$ cat config.mk
export PLATFORM = sky130hd
export DESIGN_NAME = letc_core_stage_e1
export DESIGN_NICKNAME = d
export VERILOG_FILES = /design/src/rtl/letc_core_stage_e1.sv
export SDC_FILE = /design/constraint.sdc
export NUM_CORES = 1
export LEC_CHECK = 0
export ABC_AREA = 1
export BUFFER_PORTS_ARGS = -buffer_cell sky130_fd_sc_hd__buf_4
export CORE_AREA = 10 10 135 137
export CTS_CLUSTER_SIZE = 28
export DETAILED_ROUTE_END_ITERATION = 6
export DIE_AREA = 0 0 145 147
export PLACE_DENSITY = 0.81
export SLEW_MARGIN = 15
export SYNTH_ARGS = -nofsm -noshare
export SYNTH_HDL_FRONTEND = slang
export SYNTH_SLANG_ARGS = --single-unit
$ cat constraint.sdc
create_clock -name clk -period 2.7 [get_ports clk]
set_input_delay 0.135 -clock clk [delete_from_list [all_inputs] [get_ports clk]]
set_output_delay 0.135 -clock clk [all_outputs]
set_load 0.005 [all_outputs]
$ cat src/rtl/letc_core_stage_e1.sv
// LETC core E1 stage: operand select, branch resolve and the E1->E2 pipeline register.
// Define LETC_CORE_E1_BYPASS_EN to forward the E2 writeback value into rs1/rs2.
package letc_core_pkg;
    typedef logic [31:0] word_t;
    typedef enum logic [3:0] {
        ALU_OP_ADD  = 4'd0,
        ALU_OP_SUB  = 4'd1,
        ALU_OP_SLL  = 4'd2,
        ALU_OP_SLT  = 4'd3,
        ALU_OP_SLTU = 4'd4,
        ALU_OP_XOR  = 4'd5,
        ALU_OP_SRL  = 4'd6,
        ALU_OP_SRA  = 4'd7,
        ALU_OP_OR   = 4'd8,
        ALU_OP_AND  = 4'd9
    } alu_op_e;
endpackage

module letc_core_stage_e1
    import letc_core_pkg::*;
(
    input  logic             clk,
    input  logic             rst_n,
    input  logic             i_flush,
    input  logic             i_d_valid,
    output logic             o_d_ready,
    input  word_t            i_d_pc,
    input  word_t            i_d_rs1_val,
    input  word_t            i_d_rs2_val,
    input  word_t            i_d_imm,
    input  logic [4:0]       i_d_rs1_idx,
    input  logic [4:0]       i_d_rs2_idx,
    input  logic [4:0]       i_d_rd_idx,
    input  logic             i_d_rd_we,
    input  logic [1:0]       i_d_op1_src,
    input  logic             i_d_op2_src,
    input  alu_op_e          i_d_alu_op,
    input  logic [2:0]       i_d_ctrl,
    input  logic             i_d_imm_funct0,
    output word_t [1:0]      o_alu_operands,
    output alu_op_e          o_alu_operation,
    input  word_t            i_alu_result,
    output logic             o_e2_valid,
    input  logic             i_e2_ready,
    output word_t            o_e2_wb_val,
    output word_t            o_e2_store_data,
    output logic [4:0]       o_e2_rd_idx,
    output logic             o_e2_rd_we,
    output logic             o_redirect_valid,
    output word_t            o_redirect_pc
);
    logic       e2Valid_q, e2Valid_d;
    word_t      wbVal_q, wbVal_d;
    word_t      storeData_q, storeData_d;
    logic [4:0] rdIdx_q, rdIdx_d;
    logic       rdWe_q, rdWe_d;
    logic       redirValid_q, redirValid_d;
    word_t      redirPc_q, redirPc_d;

    word_t rs1Val, rs2Val, target;
    logic  isJump, isBranch, taken, accept;

`ifdef LETC_CORE_E1_BYPASS_EN
    logic bypassAllowed;
    assign bypassAllowed = e2Valid_q && rdWe_q && (rdIdx_q != 5'd0);
    assign rs1Val = (bypassAllowed && (rdIdx_q == i_d_rs1_idx)) ? wbVal_q : i_d_rs1_val;
    assign rs2Val = (bypassAllowed && (rdIdx_q == i_d_rs2_idx)) ? wbVal_q : i_d_rs2_val;
`else
    logic unusedRsIdx;
    assign unusedRsIdx = ^{i_d_rs1_idx, i_d_rs2_idx};
    assign rs1Val = i_d_rs1_val;
    assign rs2Val = i_d_rs2_val;
`endif

    always_comb begin
        o_alu_operands = '0;
        unique case (i_d_op1_src)
            2'd0:    o_alu_operands[0] = rs1Val;
            2'd1:    o_alu_operands[0] = i_d_pc;
            default: o_alu_operands[0] = '0;
        endcase
        o_alu_operands[1] = i_d_op2_src ? i_d_imm : rs2Val;
    end

    assign o_alu_operation = i_d_alu_op;

    // Branch compare uses the source values directly; the ALU is busy computing the target.
    always_comb begin
        taken = 1'b0;
        unique case (i_d_ctrl)
            3'd1, 3'd2: taken = 1'b1;
            3'd3:       taken = (rs1Val == rs2Val);
            3'd4:       taken = (rs1Val != rs2Val);
            3'd5:       taken = ($signed(rs1Val) <  $signed(rs2Val));
            3'd6:       taken = ($signed(rs1Val) >= $signed(rs2Val));
            3'd7:       taken = i_d_imm_funct0 ? (rs1Val >= rs2Val) : (rs1Val < rs2Val);
            default:    taken = 1'b0;
        endcase
    end

    assign isJump   = (i_d_ctrl == 3'd1) || (i_d_ctrl == 3'd2);
    assign isBranch = (i_d_ctrl >= 3'd3);
    assign target   = (i_d_ctrl == 3'd2) ? (i_alu_result & ~32'h1) : i_alu_result;

    assign o_d_ready = !e2Valid_q || i_e2_ready;
    assign accept    = i_d_valid && o_d_ready && !i_flush && !redirValid_q;

    always_comb begin
        e2Valid_d    = e2Valid_q;
        wbVal_d      = wbVal_q;
        storeData_d  = storeData_q;
        rdIdx_d      = rdIdx_q;
        rdWe_d       = rdWe_q;
        redirValid_d = 1'b0;
        redirPc_d    = redirPc_q;
        if (accept) begin
            e2Valid_d   = 1'b1;
            wbVal_d     = isJump ? (i_d_pc + 32'd4) : i_alu_result;
            storeData_d = rs2Val;
            rdIdx_d     = i_d_rd_idx;
            rdWe_d      = i_d_rd_we && !isBranch;
            if (taken) begin
                redirValid_d = 1'b1;
                redirPc_d    = target;
            end
        end else if (i_e2_ready) begin
            e2Valid_d = 1'b0;
        end
        if (i_flush) begin
            e2Valid_d    = 1'b0;
            redirValid_d = 1'b0;
        end
    end

    always_ff @(posedge clk) begin
        if (!rst_n) begin
            e2Valid_q    <= 1'b0;
            wbVal_q      <= '0;
            storeData_q  <= '0;
            rdIdx_q      <= '0;
            rdWe_q       <= 1'b0;
            redirValid_q <= 1'b0;
            redirPc_q    <= '0;
        end else begin
            e2Valid_q    <= e2Valid_d;
            wbVal_q      <= wbVal_d;
            storeData_q  <= storeData_d;
            rdIdx_q      <= rdIdx_d;
            rdWe_q       <= rdWe_d;
            redirValid_q <= redirValid_d;
            redirPc_q    <= redirPc_d;
        end
    end

    assign o_e2_valid       = e2Valid_q;
    assign o_e2_wb_val      = wbVal_q;
    assign o_e2_store_data  = storeData_q;
    assign o_e2_rd_idx      = rdIdx_q;
    assign o_e2_rd_we       = rdWe_q;
    assign o_redirect_valid = redirValid_q;
    assign o_redirect_pc    = redirPc_q;
endmodule

==> summary by stage <==
Outcome
The flow ran to the end, and the final reports show no timing, DRC or antenna violations.

CTS
TritonCTS built the clock tree. The number of H-tree branching levels is 3. The total setup buffers inserted after CTS is 0. The number of clock buffers added by TritonCTS is 9. The root buffer selected by CTS is sky130_fd_sc_hd__clkbuf_16. The clock latency on the worst-skew pair is 0.36 ns. The CTS clock-pin slew for the worst setup and hold paths is 0.08 ns. The largest buffer count on any clock path is 2. The sink count of the clock tree is about 100.

Min path
The min-delay analysis places its worst path in the category in -> reg. The origin of the worst min-delay path is i_d_rd_we. The worst hold path passes through 3 cells. The end of the worst hold path is o_e2_rd_we$_SDFFE_PN0P_.

Route
The total detailed-routing wirelength is 28.39 mm. The average wire per cell in the routed design is 18.89 um. Using the TritonRoute via totals, the vias-per-cell ratio works out to between 5 and 6. The detailed router put a total of roughly 11 mm of wire on met1. For this block, the initial DRC count from the detailed router was 445.

The routed layout has 7605 vias. The pre-antenna-repair detailed-routing pass consisted of 5 iterations. In the routed design, unresolved DRC markers number 0. The highest layer touched by signal routing is met4. The post-route antenna net violation count is 0. The total met2 wirelength after detailed routing is 13.83 mm. The total met3 wirelength after detailed routing is 2.520 mm.

Final layout
After filler insertion, the fill cell instance count of the layout stands at 1463. In the final layout, the share of cells above drive strength 1 is a little under a third. Summing all non-filler instances in the final layout gives an area of 9494 um^2. Relative to the synthesized area, the layout overhead comes to 46.91%. Measured on the finished design, the core utilization comes to 60.87%. In the final design database the tool counted 1507 nets.

The number of antenna cells inserted is 0.

Power and ir drop
The fraction of power consumed by the clock network is 31.3%. In this run the static leakage power is 4.872 nW. Dividing total power by cell area gives a power density of 445.7 nW/um^2. The share of total power in combinational logic is 28.8%. In this run, flip-flops and latches consume 39.9% of the power. The share of total power consumed by net switching is 31.74%. The overall power is 0.004232 W.

Across the VDD grid, the largest voltage drop is 0.2890 mV. Internal power comes to 0.002889 W. The analysis attributes to net switching a power of 0.001343 W.

Synthesis
The area share of the largest cell type after synthesis is 32.22%. The combinational family with the most area after synthesis is simple AND/OR/NAND/NOR gates. The synthesized netlist devotes 22.98% of its cell area to compound gates.

sky130_fd_sc_hd__nand2_1 is the most common cell in the netlist. The post-synthesis cell type with the largest combined area is sky130_fd_sc_hd__dfxtp_1. The post-synthesis adder-cell area fraction is between 6 and 7%. The per-instance average area after synthesis is ~6.6 um^2. The area share of and/or/nand/nor cells after synthesis is 23.02%. Yosys mapped a number of flops with a built-in enable equal to 0. The dominant synthesized flop cell is sky130_fd_sc_hd__dfxtp_1.

In the synthesized netlist, mux cells make up 0% of the area. The number of nets in the synthesized netlist is about 1200. By area the synthesized netlist is led by sky130_fd_sc_hd__dfxtp_1, sky130_fd_sc_hd__a21oi_1, sky130_fd_sc_hd__nand2_1. The count of cell types in the netlist is 38. Counting every instance in the synthesized netlist gives 972. For this run, the number of Yosys warnings is 0. The xor and xnor area share after synthesis is about 2.7%. By count the netlist is led by sky130_fd_sc_hd__nand2_1, sky130_fd_sc_hd__inv_1, sky130_fd_sc_hd__a21oi_1, sky130_fd_sc_hd__o21ai_0, sky130_fd_sc_hd__dfxtp_1.

The post-synthesis sequential area ratio is approximately 32%. The async set or reset register ratio after synthesis is 0%. After synthesis the netlist holds a flip-flop and latch count of 104. The cell area after synthesis is roughly 6500 um^2.

STA
Static timing analysis puts the maximum clock frequency at 453.6 MHz. The final hold violation count was 0. Between clock sinks in the finished design, the worst skew comes to about 0.0092 ns. Setup repair after global routing left no endpoint under its margin.

The final max-slew violation count is 0. The part of the cycle the worst path needs is between 80% and 90%. The final number of setup-violating endpoints is 0. The worst-case hold slack is 0.04738 ns. At the pin with the least slew margin, the transition time is 0.8275 ns. The worst-case headroom to the max-slew limit is 44.75%. The aggregate negative setup slack is 0 ns. The minimum clock period is 2.205 ns.

Die
From left edge to right edge, the die measures ~150 um. After floorplanning, the core was divided into 46 placement rows. The area of the core region is 15600 um^2. about 370 I/O pins were placed.

The initial core utilization is 41.43%. The area of the die is 21320 um^2. The vertical die dimension is 147 um.

Place
Input and output buffers added on the ports amount to 346. The HPWL after detailed placement is about 23 mm. The placer congestion estimate is about 0.94.

The cell area after placement is slightly above 9000 um^2.

Worst setup path
The critical path is of the in -> reg type. The arrival time at the worst endpoint is 2.45 ns. Setup slack on the worst reg-to-reg path comes out at 0.65 ns.

The worst reg2reg path depth is 6. The sort of element at the start of the critical path is a primary input. The end of the worst register-to-register path is o_e2_wb_val[4]$_SDFFE_PN0P_. The kind of capture point of the worst setup path is a register. The biggest fanout along the worst timing path is 50. The worst reg2reg path startpoint is o_redirect_valid$_SDFF_PP0_. The data required time at the worst endpoint is 2.95 ns.

GRT
The number of global-route vias before repair is 7334. The overall fraction of global-route tracks in use is approximately a quarter. The final global-route overflow total is 0.

Entering global routing, the biggest net connects 93 pins. The first global-routing pass estimated 42.67 mm of wire. The initial antenna violation count came to 0.

Flow run
The tool flagged a number of max-cap violations equal to 0.
==> sequential cells by signal, summed over array words and instances, names as in the netlist <==
register	cells
o_redirect_valid	1
o_e2_rd_idx	5
o_e2_store_data	32
o_redirect_pc	32
o_e2_rd_we	1
o_e2_wb_val	32
o_e2_valid	1
==> final cells by class <==
| cell class | instances | area, um^2 | share of cell area [%] |
|---|---|---|---|
| timing repair buffer | 362 | 2758 | 29.05 |
| sequential | 104 | 2082 | 21.93 |
| multi-input combinational | 665 | 3567 | 37.57 |
| clock inverter | 6 | 52.55 | 0.5535 |
| inverter | 140 | 525.5 | 5.535 |
| clock buffer | 10 | 239.0 | 2.517 |
| tap | 216 | 270.3 | 2.847 |
==> kinds of logic (layout without fill, tap and decap cells) <==
logic type | after synthesis | in the layout
simple gates | 329 | 329
compound gates | 283 | 283
buf+inv | 203 | 518
flops | 104 | 104
fa+ha+maj | 33 | 33
xor+xnor | 20 | 20
==> per-layer routing <==
metal	vias to the layer above	track usage (%)
met5	-	0
met1	3417	28.65
li1	3811	-
met2	334	43.25
met3	43	8.814
met4	0	8.223
==> worst max path at each step <==
stage	from	to	slack [ns]	cells after the start
2_1_floorplan	i_d_rs2_val[31]	o_redirect_pc[10]$_SDFFE_PN0P_	0.80	16
3_3_place_gp	i_d_rs2_val[3]	o_redirect_pc[23]$_SDFFE_PN0P_	0.34	22
3_5_place_dp	i_d_rs2_val[7]	o_redirect_pc[16]$_SDFFE_PN0P_	0.25	17
4_1_cts	i_flush	o_e2_wb_val[4]$_SDFFE_PN0P_	0.50	8
5_1_grt	i_flush	o_e2_wb_val[4]$_SDFFE_PN0P_	0.24	8
6_report	i_flush	o_e2_wb_val[4]$_SDFFE_PN0P_	0.50	8
==> repair_timing <==
item                                   CTS  global route
resized for setup                        0             0
setup endpoints to repair                0             0
endpoints found under the hold margin    7             0
hold buffers                             6             0
==> power by group through the flow <==
stage | combinational, W | clock [W] | sequential (W)
floorplan | 0.000541 | 0 | 0.00173
global placement | 0.00119 | 0 | 0.00172
detailed placement | 0.00121 | 0 | 0.00172
CTS | 0.00122 | 0.00135 | 0.00169
global route | 0.00134 | 0.00140 | 0.00170
finish | 0.00122 | 0.00132 | 0.00169
==> cell usage in the layout, fill, tap and decap left out, types with 3 or more instances in the layout <==
master                            n
sky130_fd_sc_hd__buf_4          354
sky130_fd_sc_hd__nand2_1        164
sky130_fd_sc_hd__inv_1          136
sky130_fd_sc_hd__a21oi_1        131
sky130_fd_sc_hd__o21ai_0        108
sky130_fd_sc_hd__dfxtp_1        104
sky130_fd_sc_hd__nor2_1          71
sky130_fd_sc_hd__nand3_1         41
sky130_fd_sc_hd__ha_1            33
sky130_fd_sc_hd__o22ai_1         23
sky130_fd_sc_hd__xor2_1          20
sky130_fd_sc_hd__o211ai_1        11
sky130_fd_sc_hd__nand3b_1        11
sky130_fd_sc_hd__nor3_1           9
sky130_fd_sc_hd__clkbuf_16        9
sky130_fd_sc_hd__nand3_2          8
sky130_fd_sc_hd__nand4_1          7
sky130_fd_sc_hd__dlygate4sd3_1    6
sky130_fd_sc_hd__or2_2            4
sky130_fd_sc_hd__o21ai_1          4
sky130_fd_sc_hd__nor3_2           3
==> worst max-delay path, cell delays in order <==
cell and delay (ns):
sky130_fd_sc_hd__dlygate4sd3_1 0.54, sky130_fd_sc_hd__buf_4 0.15, sky130_fd_sc_hd__nor4_2 0.56, sky130_fd_sc_hd__inv_2 0.49, sky130_fd_sc_hd__a31oi_1 0.31, sky130_fd_sc_hd__o21ai_0 0.12, sky130_fd_sc_hd__o211ai_1 0.09, sky130_fd_sc_hd__inv_1 0.06
==> stage by stage <==
step	instances	worst slack, ns
final	1503	0.4953
after global routing	1503	0.2362
after CTS	1503	0.5007
after detailed placement	1481	0.2453
after global placement	1481	0.3403
after floorplan	972	0.8011
Note: power is estimated with default switching activity, not from simulation.
